## src/rtl/recfn_wb_pkg.sv

```systemverilog
// Shared widths and the stage-entry type for the narrowed-result writeback path.
package recfn_wb_pkg;
    localparam int EXP_W        = 9;
    localparam int SIG_W        = 23;
    localparam int REC_W        = 1 + EXP_W + SIG_W;
    localparam int FLEN         = 64;
    localparam int MIN_NORM_EXP = 130;
    localparam int EXP_BIAS_ADJ = 129;
    localparam logic [31:0] NAN_BOX = 32'hFFFF_FFFF;

    typedef struct packed {
        logic [FLEN-1:0] data;
        logic [4:0]      rd;
    } wb_entry_t;
endpackage

```

## src/rtl/recfn32_to_fn32.sv

```systemverilog
// Combinational recoded-single (33 bit) to IEEE binary32 conversion.
module recfn32_to_fn32
    import recfn_wb_pkg::*;
(
    input  logic [REC_W-1:0] rec,
    output logic [31:0]      ieee
);
    logic             sign;
    logic [EXP_W-1:0] e;
    logic [SIG_W-1:0] sig;
    logic [EXP_W-1:0] sub_dist;
    logic [4:0]       sub_shift;
    logic [SIG_W-1:0] sub_sig;
    logic [7:0]       norm_exp;
    logic [7:0]       exp8;
    logic [SIG_W-1:0] frac;

    assign sign      = rec[REC_W-1];
    assign e         = rec[REC_W-2:SIG_W];
    assign sig       = rec[SIG_W-1:0];
    // Distances beyond 24 shift every significand bit out; clamp so the shifter stays 5 bits.
    assign sub_dist  = EXP_W'(MIN_NORM_EXP) - e;
    assign sub_shift = (sub_dist > 9'd24) ? 5'd24 : sub_dist[4:0];
    assign sub_sig   = SIG_W'({1'b1, sig} >> sub_shift);
    assign norm_exp  = 8'(e - EXP_W'(EXP_BIAS_ADJ));

    always_comb begin
        exp8 = norm_exp;
        frac = sig;
        if (e[8:6] == 3'b000) begin
            exp8 = '0;
            frac = '0;
        end else if (e[8:6] == 3'b110) begin
            exp8 = 8'hFF;
            frac = '0;
        end else if (e[8:6] == 3'b111) begin
            exp8 = 8'hFF;
            frac = sig;
        end else if (e < EXP_W'(MIN_NORM_EXP)) begin
            exp8 = '0;
            frac = sub_sig;
        end
    end

    assign ieee = {sign, exp8, frac};
endmodule

```

## src/rtl/recfn_narrow_writeback.sv

```systemverilog
// Writeback stage for narrowed FP results: convert, NaN-box, buffer in a main/skid pair,
// and accumulate sticky exception flags.
module recfn_narrow_writeback
    import recfn_wb_pkg::*;
(
    input  logic             clock,
    input  logic             reset,
    input  logic             io_in_valid,
    output logic             io_in_ready,
    input  logic [REC_W-1:0] io_in_bits_data,
    input  logic [4:0]       io_in_bits_exc,
    input  logic [4:0]       io_in_bits_rd,
    output logic             io_out_valid,
    input  logic             io_out_ready,
    output logic [FLEN-1:0]  io_out_bits_data,
    output logic [4:0]       io_out_bits_rd,
    input  logic             io_flush,
    input  logic             io_fflags_clear,
    output logic [4:0]       io_fflags
);
    logic [31:0] ieee_p0;
    wb_entry_t   entry_p0;
    logic        accept;
    logic        drain;
    wb_entry_t   m_p1;
    wb_entry_t   k_p1;
    logic        vld_m_p1;
    logic        vld_k_p1;
    logic [4:0]  fflags;

    recfn32_to_fn32 u_conv (
        .rec  (io_in_bits_data),
        .ieee (ieee_p0)
    );

    assign entry_p0    = '{data: {NAN_BOX, ieee_p0}, rd: io_in_bits_rd};
    // Ready depends only on skid occupancy, so the output handshake never reaches it.
    assign io_in_ready = ~vld_k_p1;
    assign accept      = io_in_valid & io_in_ready;
    assign drain       = vld_m_p1 & io_out_ready;

    // p0 -> p1: occupancy of the main and skid registers
    always_ff @(posedge clock or posedge reset) begin
        if (reset) begin
            vld_m_p1 <= 1'b0;
            vld_k_p1 <= 1'b0;
        end else if (io_flush) begin
            vld_m_p1 <= 1'b0;
            vld_k_p1 <= 1'b0;
        end else if (drain || !vld_m_p1) begin
            vld_m_p1 <= vld_k_p1 | accept;
            vld_k_p1 <= vld_k_p1 & accept;
        end else if (accept) begin
            vld_k_p1 <= 1'b1;
        end
    end

    always_ff @(posedge clock or posedge reset) begin
        if (reset) begin
            m_p1 <= '0;
        end else if (!io_flush && (drain || !vld_m_p1)) begin
            if (vld_k_p1)
                m_p1 <= k_p1;
            else if (accept)
                m_p1 <= entry_p0;
        end
    end

    always_ff @(posedge clock) begin
        if (accept && (vld_k_p1 || (vld_m_p1 && !drain)))
            k_p1 <= entry_p0;
    end

    // Clear takes effect before the OR, and flushed beats still report their flags.
    always_ff @(posedge clock or posedge reset) begin
        if (reset)
            fflags <= '0;
        else if (io_fflags_clear)
            fflags <= accept ? io_in_bits_exc : 5'b0;
        else if (accept)
            fflags <= fflags | io_in_bits_exc;
    end

    no_accept_when_skid_full: assert property (@(posedge clock) disable iff (reset)
        !(accept && vld_k_p1));

    assign io_out_valid     = vld_m_p1;
    assign io_out_bits_data = m_p1.data;
    assign io_out_bits_rd   = m_p1.rd;
    assign io_fflags        = fflags;
endmodule

```

## config.mk

```make
export PLATFORM = sky130hd
export DESIGN_NAME = recfn_narrow_writeback
export DESIGN_NICKNAME = d
export VERILOG_FILES = /design/src/rtl/recfn_wb_pkg.sv /design/src/rtl/recfn32_to_fn32.sv /design/src/rtl/recfn_narrow_writeback.sv
export SDC_FILE = /design/constraint.sdc
export NUM_CORES = 1
export LEC_CHECK = 0
export BUFFER_PORTS_ARGS = -buffer_cell sky130_fd_sc_hd__buf_2
export CELL_PAD_IN_SITES_DETAIL_PLACEMENT = 0
export CELL_PAD_IN_SITES_GLOBAL_PLACEMENT = 1
export CORE_ASPECT_RATIO = 0.7
export CORE_MARGIN = 5
export CORE_UTILIZATION = 37
export DETAILED_ROUTE_END_ITERATION = 6
export PLACE_DENSITY_LB_ADDON = 0.1
export SYNTH_ARGS = -nofsm -noshare
export SYNTH_HDL_FRONTEND = slang
export SYNTH_SLANG_ARGS = --single-unit
export TNS_END_PERCENT = 5
```

## constraint.sdc

```tcl
create_clock -name clock -period 3.4 [get_ports clock]
set_input_delay 0.17 -clock clock [delete_from_list [all_inputs] [get_ports clock]]
set_output_delay 0.17 -clock clock [all_outputs]
set_load 0.05 [all_outputs]
```

==> impl_metrics.ini <==
[outcome]
status = finished, final reports clean

[place]
post-place-ws_ns = 0.0128
portBuffers = 124
post-dp-hpwl_mm = 15.6
post-place-cells = 955
place.gp.congestion = 1.00

[power_and_ir_drop]
finalPower_mw = 3.22
ir_drop_mv = 0.275
powerDensity_mw_per_mm2 = 470
power_leakage_nw = 2.95

[cells_and_area]
final_util_pct = 44.2
synthToLayoutAreaGrowth_pct = 17.5
num-nets-final = 818
drive_above_1_share_pct = 26.1
fill_cells = 1578
finalNonFillerCells = 971
n_antenna_cell = 0

[critical_path]
crit_type = in -> reg
crit_fanout = 9
arrival_ns = 3.31
required_ns = 3.66
worst_setup_path_start_kind = input port
end_kind = flip-flop
r2r_slack_ns = 1.60

[timing]
fmaxAchievable_mhz = 329
fin_crit_sh_pct = 89.5
hold_viol = 0
setup_ws_ns = 0.357
finalSetupTns_ns = 0
setup_viol_count_final = 0
rsz0062_at_grt = false
worst_pin_slew_ns = 1.02
slew_violations = 0
period_needed_ns = 3.04
finClkSkew_ns = 0.00482
relSlewSlack_pct = 32.1

[synth]
synthTopCellsByCount = nand2_1, nor2_1, o21ai_0
yosysWarnings = 0
ys_seq_area_share_pct = 38.3
async_flop_share_pct = 54.9
synth-edff-count = 37
synth_area_per_cell_um2 = 8.55
synth.top_cell.area_share_pct = 19.3
syn_inst = 682
syn_nets = 734
synth_top_area_cell = dfrtp_1
synthFlopType = dfrtp_1
synth_area_leaders = dfrtp_1, edfxtp_1, mux2i_1
synth_area_mm2 = 0.00583
synth_most_common_cell = nand2_1
ys_ff_latch = 82
yosysUniqueCellTypes = 71

[die]
rows = 38
dieArea_mm2 = 0.0184
core-area_mm2 = 0.0155
num_io_pins = 125
die_w_um = 160
start_util_pct = 37.6
die_h_um = 115

[global_routing]
track_usage_pct = 22.0
grt_overflow = 0
first_global_vias = 5338
antenna_found_initial = 0
grt_max_degree = 54
grt_pass1_wl_mm = 31.9

[routing]
post-route-drc-count = 0
vias = 5619
ant_nets = 0
via_per_inst = 5.79
drt_first_pass_iters = 5
wl_mm = 20.8
drt_iter0_drc = 669
wl_per_cell_um = 21.4

[min_path]
min_path_type = in -> reg

[clock_tree]
clock_latency_ns = 0.32
cts_setup_buffers = 0
cts_tree = done
cts-root-buf = clkbuf_16
htreeDepth = 3
cts.sinks = 82
clk_pin_slew_worst_paths_ns = 0.06
cts-buffers-inserted = 9
ctsLongestPathBuffers = 2

[flow_run]
drv_cap = 0
-- metal layers --
metal,vias up,GRT usage [%],wire length (um)
met5,-,0,0
met2,258,32.2,8960
li1,2618,-,-
met1,2717,33.2,9870
met4,0,4.76,312
met3,26,5.02,1630
-- kinds of logic after synthesis --
group	count (synthesis)	share of synthesized area, %
AND/OR/NAND/NOR	230	18.4
flip-flops	82	38.3
adder cells (fa/ha/maj)	3	0.643
AO/OA/AOI/OAI	214	24.6
XOR/XNOR	14	2.10
multiplexers	38	6.65
buffers and inverters	101	9.29
-- flip-flops by register name (all words and copies together), names as in the netlist --
signal	flops
io_fflags	5
io_out_bits_data	33
io_out_bits_rd	5
vld_k_p1	1
k_p1	37
io_out_valid	1
-- per-stage QoR --
step	hold slack (ns)	instance area, um2
after floorplan	0.233	5830
after global placement	0.353	6520
after detailed placement	0.356	6520
after CTS	0.00498	6850
after global routing	0.0185	6850
final	0.0251	6850
-- placed cells by master, fill, tap and decap left out, drive strengths merged, types with 4 or more instances in the layout --
cell type,netlist,layout
a211oi,9,9
a21o,12,12
a21oi,50,50
a221o,5,5
a221oi,4,4
a22o,6,6
a22oi,5,5
a31oi,4,4
a32oi,4,4
and2,7,7
and3,4,4
buf,46,159
clkbuf,40,11
dfrtp,45,45
edfxtp,37,37
inv,14,15
mux2,6,6
mux2i,32,32
nand2,88,88
nand2b,4,4
nand3,19,19
nor2,63,63
nor3,20,20
o211ai,7,7
o21a,6,6
o21ai,63,63
o221ai,6,6
o22ai,6,6
o31ai,5,5
o32ai,4,4
or3,9,9
xnor2,9,9
xor2,5,5
-- path summary, 6_finish.rpt --
check,from,depth (start not counted),end
min reg2reg,io_out_bits_rd[4],2,io_out_bits_rd[4]
max in group asynchronous,reset,2,io_out_bits_data[15]
min in group asynchronous,reset,2,io_out_bits_rd[3]
max reg2reg,vld_k_p1,3,k_p1[16]
min,io_flush,2,io_out_valid
max,io_in_bits_data[24],12,io_out_bits_data[2]
-- layout make-up --
type | instances | area (um2) | area share (%)
well taps | 200 | 250 | 3.65
multi-input cells | 499 | 3060 | 44.7
inverters | 15 | 56.3 | 0.821
repair buffers | 159 | 908 | 13.3
clock inverters | 5 | 85.1 | 1.24
clock buffers | 11 | 253 | 3.69
flip-flops and latches | 82 | 2240 | 32.6
-- worst max-delay path: stages --
cell and delay [ns]:
buf_2 0.15, ha_1 0.25, xnor2_1 0.27, a21oi_1 0.10
o21ai_0 0.33, and4_2 0.44, nand2_1 0.26, buf_4 0.24
o22ai_1 0.43, a222oi_1 0.14, nor3_1 0.31, a221o_1 0.19
-- power by group --
part	internal [mW]	switching, mW
Clock	0.687	0.378
Sequential	1.13	0.0434
Combinational	0.267	0.713
Total	2.09	1.13
-- timing repair --
| action | 4_1_cts | 5_1_grt |
|---|---|---|
| hold endpoints to repair | 0 | 0 |
| endpoints found under the setup margin | 0 | 1 |
| resized for setup | 0 | 1 |
| hold buffers | 0 | 0 |
(Power assumes the default switching activity.)
